File: src/rtl/traffic_pkg.sv
// Shared state encoding, phase codes and default durations for the traffic-light/gate sequencer.
package traffic_pkg;

  localparam logic [2:0] PH_RED_OPEN  = 3'd0;
  localparam logic [2:0] PH_GREEN     = 3'd1;
  localparam logic [2:0] PH_YELLOW    = 3'd2;
  localparam logic [2:0] PH_RED_CLOSE = 3'd3;
  localparam logic [2:0] PH_RED_HOLD  = 3'd4;
  localparam logic [2:0] PH_EMERG     = 3'd5;

  typedef enum logic [2:0] {
    S_RED_OPEN  = PH_RED_OPEN,
    S_GREEN     = PH_GREEN,
    S_YELLOW    = PH_YELLOW,
    S_RED_CLOSE = PH_RED_CLOSE,
    S_RED_HOLD  = PH_RED_HOLD,
    S_EMERG     = PH_EMERG
  } state_t;

  localparam int DEF_TICK_DIV    = 50_000_000;
  localparam int DEF_GREEN_S     = 5;
  localparam int DEF_YELLOW_S    = 2;
  localparam int DEF_RED_S       = 5;
  localparam int DEF_GATE_S      = 1;
  localparam int DEF_PED_GREEN_S = 2;

  // Successor in the normal light cycle; emergency exit is handled by the FSM itself.
  function automatic state_t next_phase(input state_t s);
    case (s)
      S_RED_OPEN:  next_phase = S_GREEN;
      S_GREEN:     next_phase = S_YELLOW;
      S_YELLOW:    next_phase = S_RED_CLOSE;
      S_RED_CLOSE: next_phase = S_RED_HOLD;
      S_RED_HOLD:  next_phase = S_RED_OPEN;
      default:     next_phase = S_RED_HOLD;
    endcase
  endfunction

endpackage

File: src/rtl/tick_prescaler.sv
// Divides clk into a one-cycle tick every TICK_DIV enabled cycles; clr restarts the count.
module tick_prescaler #(
  parameter int TICK_DIV = 4
) (
  input  logic clk,
  input  logic rst,
  input  logic en,
  input  logic clr,
  output logic tick
);

  localparam int CNT_W = $clog2(TICK_DIV);
  localparam logic [CNT_W-1:0] LAST = CNT_W'(TICK_DIV - 1);

  logic [CNT_W-1:0] r_cnt;

  assign tick = en && (r_cnt == LAST);

  // clr beats en so a phase entry forced while frozen still restarts the count.
  always_ff @(posedge clk or posedge rst) begin
    if (rst) begin
      r_cnt <= '0;
    end else if (clr) begin
      r_cnt <= '0;
    end else if (en) begin
      r_cnt <= (r_cnt == LAST) ? '0 : r_cnt + 1'b1;
    end
  end

endmodule

File: src/rtl/traffic_gate_sequencer.sv
// Light/gate phase FSM with per-phase countdown, pedestrian shortening and emergency override.
module traffic_gate_sequencer
  import traffic_pkg::*;
#(
  parameter int TICK_DIV    = DEF_TICK_DIV,
  parameter int GREEN_S     = DEF_GREEN_S,
  parameter int YELLOW_S    = DEF_YELLOW_S,
  parameter int RED_S       = DEF_RED_S,
  parameter int GATE_S      = DEF_GATE_S,
  parameter int PED_GREEN_S = DEF_PED_GREEN_S
) (
  input  logic       clk,
  input  logic       rst,
  input  logic       en,
  input  logic       ped_req,
  input  logic       override,
  output logic       led_r,
  output logic       led_g,
  output logic       led_y,
  output logic       gate_cmd,
  output logic [3:0] countdown,
  output logic [2:0] phase
);

  state_t     r_state, w_next;
  logic [3:0] r_remaining, w_rem_next;
  logic       r_ped_q, r_ped_pend;
  logic       r_led_r, r_led_g, r_led_y, r_gate;
  logic       w_tick, w_clr, w_ped_edge, w_ped_clr;

  function automatic logic [3:0] dur_of(input state_t s);
    case (s)
      S_RED_OPEN, S_RED_CLOSE: dur_of = 4'(GATE_S);
      S_GREEN:                 dur_of = 4'(GREEN_S);
      S_YELLOW:                dur_of = 4'(YELLOW_S);
      S_RED_HOLD:              dur_of = 4'(RED_S);
      default:                 dur_of = 4'd0;
    endcase
  endfunction

  tick_prescaler #(.TICK_DIV(TICK_DIV)) u_prescaler (
    .clk  (clk),
    .rst  (rst),
    .en   (en),
    .clr  (w_clr),
    .tick (w_tick)
  );

  assign w_ped_edge = ped_req && !r_ped_q;
  // Every phase entry restarts the prescaler; it also stays cleared while in emergency.
  assign w_clr      = (w_next != r_state) || (r_state == S_EMERG);
  assign w_ped_clr  = (r_state == S_EMERG) || ((w_next == S_RED_HOLD) && (r_state != S_RED_HOLD));

  always_comb begin
    w_next     = r_state;
    w_rem_next = r_remaining;
    if (override) begin
      w_next     = S_EMERG;
      w_rem_next = 4'd0;
    end else if (r_state == S_EMERG) begin
      w_next     = S_RED_HOLD;
      w_rem_next = dur_of(S_RED_HOLD);
    end else if (en && (r_state == S_GREEN) && r_ped_pend &&
                 (r_remaining > 4'(PED_GREEN_S))) begin
      w_rem_next = 4'(PED_GREEN_S);
    end else if (w_tick) begin
      if (r_remaining == 4'd1) begin
        w_next     = next_phase(r_state);
        w_rem_next = dur_of(next_phase(r_state));
      end else begin
        w_rem_next = r_remaining - 4'd1;
      end
    end
  end

  // Lights and gate are decoded from the next state so they change on the same edge as it.
  always_ff @(posedge clk or posedge rst) begin
    if (rst) begin
      r_state     <= S_RED_OPEN;
      r_remaining <= 4'(GATE_S);
      r_ped_q     <= 1'b0;
      r_ped_pend  <= 1'b0;
      r_led_r     <= 1'b1;
      r_led_g     <= 1'b0;
      r_led_y     <= 1'b0;
      r_gate      <= 1'b0;
    end else begin
      r_state     <= w_next;
      r_remaining <= w_rem_next;
      r_ped_q     <= ped_req;
      if (w_ped_clr) begin
        r_ped_pend <= 1'b0;
      end else if (w_ped_edge) begin
        r_ped_pend <= 1'b1;
      end
      r_led_r <= (w_next inside {S_RED_OPEN, S_RED_CLOSE, S_RED_HOLD, S_EMERG});
      r_led_g <= (w_next == S_GREEN);
      r_led_y <= (w_next == S_YELLOW);
      r_gate  <= (w_next inside {S_RED_CLOSE, S_RED_HOLD, S_EMERG});
    end
  end

  assign led_r     = r_led_r;
  assign led_g     = r_led_g;
  assign led_y     = r_led_y;
  assign gate_cmd  = r_gate;
  assign countdown = r_remaining;
  assign phase     = r_state;

endmodule

File: config.mk
export PLATFORM = sky130hd
export DESIGN_NAME = traffic_gate_sequencer
export DESIGN_NICKNAME = d
export VERILOG_FILES = /design/src/rtl/traffic_pkg.sv /design/src/rtl/tick_prescaler.sv /design/src/rtl/traffic_gate_sequencer.sv
export SDC_FILE = /design/constraint.sdc
export NUM_CORES = 1
export LEC_CHECK = 0
export CORE_ASPECT_RATIO = 1.75
export CORE_UTILIZATION = 40
export CTS_BUF_LIST = sky130_fd_sc_hd__clkbuf_8
export CTS_CLUSTER_DIAMETER = 150
export DETAILED_ROUTE_END_ITERATION = 6
export PLACE_DENSITY_LB_ADDON = 0.3
export SYNTH_ARGS = -nofsm -noshare
export SYNTH_HDL_FRONTEND = slang
export SYNTH_HIERARCHICAL = 1
export SYNTH_SLANG_ARGS = --single-unit
export TNS_END_PERCENT = 30
File: constraint.sdc
create_clock -name clk -period 2.8 [get_ports clk]
set_input_delay 0.28 -clock clk [delete_from_list [all_inputs] [get_ports clk]]
set_output_delay 0.28 -clock clk [all_outputs]
set_load 0.005 [all_outputs]
==> impl_metrics.toml <==
[outcome]
status = "completed"

[route]
ant_nets = 0
first_iter_violations = 46
avgRoutedWirePerCell_um = 14.81
drt_first_pass_iters = 4
via_per_inst = 5.557
routed_wl_um = 5079
dr_total_vias = 1906
drc_errors = 0

[cells_and_area]
layout.nets = 277
n_fill_cell = 483
fin_cells = 343
drive_above_1_share_pct = 17.47
num_antenna_cells = 0
area_delta_synth_final_pct = 21.66

[floorplan]
coreArea_um2 = 5299
start_util_pct = 42.08
dieArea_um2 = 5888
die_x_um = 58.44
die_h_um = 100.8
rows = 35
pin_count = 16

[synth]
synth-async-reset-ratio_pct = 100.0
synthTopCellsByCount = "dfrtp_1, a21oi_1, nor2_1, nand2_1, inv_1"
synth_area_leaders = "dfrtp_1, a21oi_1, nor2_1, o21ai_0, nand2_1"
yosysUniqueCellTypes = 56
ys_seq_area_share_pct = 43.88
yosysTopAreaCell = "dfrtp_1"
syn_area_per_cell_um2 = 9.528
synth_seq_cells = 39
syn_inst = 234
yosys.area.top_type_share_pct = 41.53
synth_edf_count = 0
yosys_warnings = 6
yosysMostFrequentCell = "dfrtp_1"
synthFlopType = "dfrtp_1"
netlist_area_um2 = 2230
synth_fp_nets = 243

[sta]
finClkSkew_ns = 0.009571
tightest_slew_ns = 0.5264
setup_viol = 0
rsz0062_at_grt = "false"
hold_viol_final = 0
min_period_ns = 2.600
fmax_mhz = 384.6
tns_ns = 0
min_period_over_period_pct = 92.86
slew_violations = 0
maxSlewHeadroom_pct = 64.87

[power]
switching_share_pct = 28.08
pwr-share-comb_pct = 15.9
power_density_nw_per_um2 = 430.1
leakage_nw = 1.093
internal_power_uw = 839.2
ir_worst_vdd_v = 0.0003067
pwr-share-seq_pct = 51.1
switchingPower_uw = 327.6
clock_power_share_pct = 32.9

[worst_setup_path]
cp_top_family = "simple AND/OR/NAND/NOR gates"
r2r-start = "u_prescaler/r_cnt[1]$_DFFE_PP0P_"
worst-path-buf-inv = 0
cpPeakStageDelay_ns = 0.51
crit_path_end_kind = "flip-flop"
path_cells = "ha_2 -> nor4bb_2 -> nand4_1 -> nor3_4 -> nand3_1 -> nand2_2 -> o211a_1 -> nand4_4 -> or4_1 -> a21oi_1"
r2r_end = "u_prescaler/r_cnt[22]$_DFFE_PP0P_"
arrival_ns = 2.82
crit_type = "flip-flop to flip-flop"
r2r_slack_ns = 0.20
cp_slowest_cell = "or4_1"
startpoint_type = "flip-flop"
worstRegToRegCells = 10
crit_required_ns = 3.02
cp_max_fo = 6

[placement]
port_buffers = 15
gp_congestion = 0.8385
dp_cells = 331
hpwlAfterDp_um = 3730

[clocking]
cts_made_buffers = 5
clock-sinks = 39
cts_tree = "built"
h-tree-depth = 2
cts_hold_buffers = 0
clock_path_buffers = 2
clockRootBuffer = "clkbuf_8"
insertion_delay_ns = 0.29
clk_pin_slew_ns = 0.09

[job]
maxCapViolations = 0

[global_routing]
grt_pass1_vias = 1823
grt_max_degree = 27
grt_pass1_wl_um = 8148
track_usage_pct = 18.25
grt-ovfl-total = 0
antenna_found_initial = 0

[worst_hold_path]
hold_class = "input port to async pin"
## cell type report
cell class	count	area [um2]	area share [%]
inverters	13	48.80	1.799
clock inverters	3	20.02	0.7380
repair buffers	38	322.8	11.90
flip-flops and latches	39	978.4	36.07
multi-input cells	171	1181	43.54
clock buffers	5	68.82	2.537
well taps	74	92.59	3.413
## power groups by stage
stage	registers (mW)	logic, mW	clock network, mW
after floorplan	0.609	0.108	0
after global routing	0.599	0.207	0.415
final	0.597	0.186	0.384
after global placement	0.607	0.186	0
after detailed placement	0.608	0.186	0
after CTS	0.597	0.187	0.393
## per-stage QoR
| stage | instance area (um2) | hold WS [ns] | power (mW) | worst slack [ns] | utilization, % |
|---|---|---|---|---|---|
| final | 2713 | 0.3381 | 1.167 | 0.2000 | 51.19 |
| after global routing | 2713 | 0.3855 | 1.221 | 0.01997 | 51.19 |
| after CTS | 2654 | 0.3556 | 1.177 | 0.0008520 | 50.08 |
| after detailed placement | 2565 | 0.5481 | 0.7932 | 0.02389 | 48.41 |
| after global placement | 2565 | 0.5312 | 0.7926 | 0.1764 | 48.41 |
| after floorplan | 2241 | 0.1555 | 0.7169 | 0.02451 | - |
## worst max-delay path by stage
stage                                                start                                 to  slack, ns  depth (start not counted)
after floorplan           u_prescaler/r_cnt[0]$_DFFE_PP0P_  u_prescaler/r_cnt[18]$_DFFE_PP0P_       0.02                         12
after global placement    u_prescaler/r_cnt[1]$_DFFE_PP0P_  u_prescaler/r_cnt[23]$_DFFE_PP0P_       0.18                         10
after detailed placement  u_prescaler/r_cnt[1]$_DFFE_PP0P_  u_prescaler/r_cnt[13]$_DFFE_PP0P_       0.02                         11
after CTS                 u_prescaler/r_cnt[1]$_DFFE_PP0P_  u_prescaler/r_cnt[13]$_DFFE_PP0P_     0.0009                         11
after global routing      u_prescaler/r_cnt[0]$_DFFE_PP0P_  u_prescaler/r_cnt[22]$_DFFE_PP0P_       0.02                         10
final                     u_prescaler/r_cnt[1]$_DFFE_PP0P_  u_prescaler/r_cnt[22]$_DFFE_PP0P_       0.20                         10
## cells in the final DEF, fill, tap and decap left out, types with 5 or more instances in the layout
master / instances
nand4_1: 7
o31ai_1: 8
a21oi_1: 19
dfrtp_1: 37
clkbuf_8: 5
clkdlybuf4s50_1: 15
or4_1: 6
nand2_1: 15
or3_1: 7
buf_4: 23
nand3_1: 9
xnor2_1: 6
inv_1: 13
xor2_1: 6
o21ai_0: 12
nor2_1: 18
nor3_1: 5
## state kept, by name, indices dropped and copies added (netlist names)
name	flops
r_ped_pend	1
phase	3
r_ped_q	1
u_prescaler/r_cnt	26
led_g	1
led_r	1
led_y	1
gate_cmd	1
countdown	4
## layer usage
layer	global-route usage [%]	share of wire, %	routed length [um]	up-vias
li1	-	-	-	926
met1	18.86	39	1987	933
met5	0	0	0	-
met4	6.960	1.8	93	0
met3	3.081	3.2	160	9
met2	35.19	56	2838	38
## logic make-up (layout without fill, tap and decap cells)
kind of cell               after synthesis  after routing  share of synthesized area [%]
and+or+nand+nor                         96             96                          26.94
AOI/OAI and AO/OA                       58             58                          16.84
DFF                                     39             39                          43.88
buffers and inverters                   24             59                          4.938
xor gates and xnor gates                12             12                          4.714
adders and majority gates                4              4                          2.245
muxes                                    1              1                         0.4490
## repair_timing
action,CTS,global route
endpoints found under the setup margin,0,13
setup buffers,0,4
resized for setup,0,5
(Power assumes the default switching activity.)
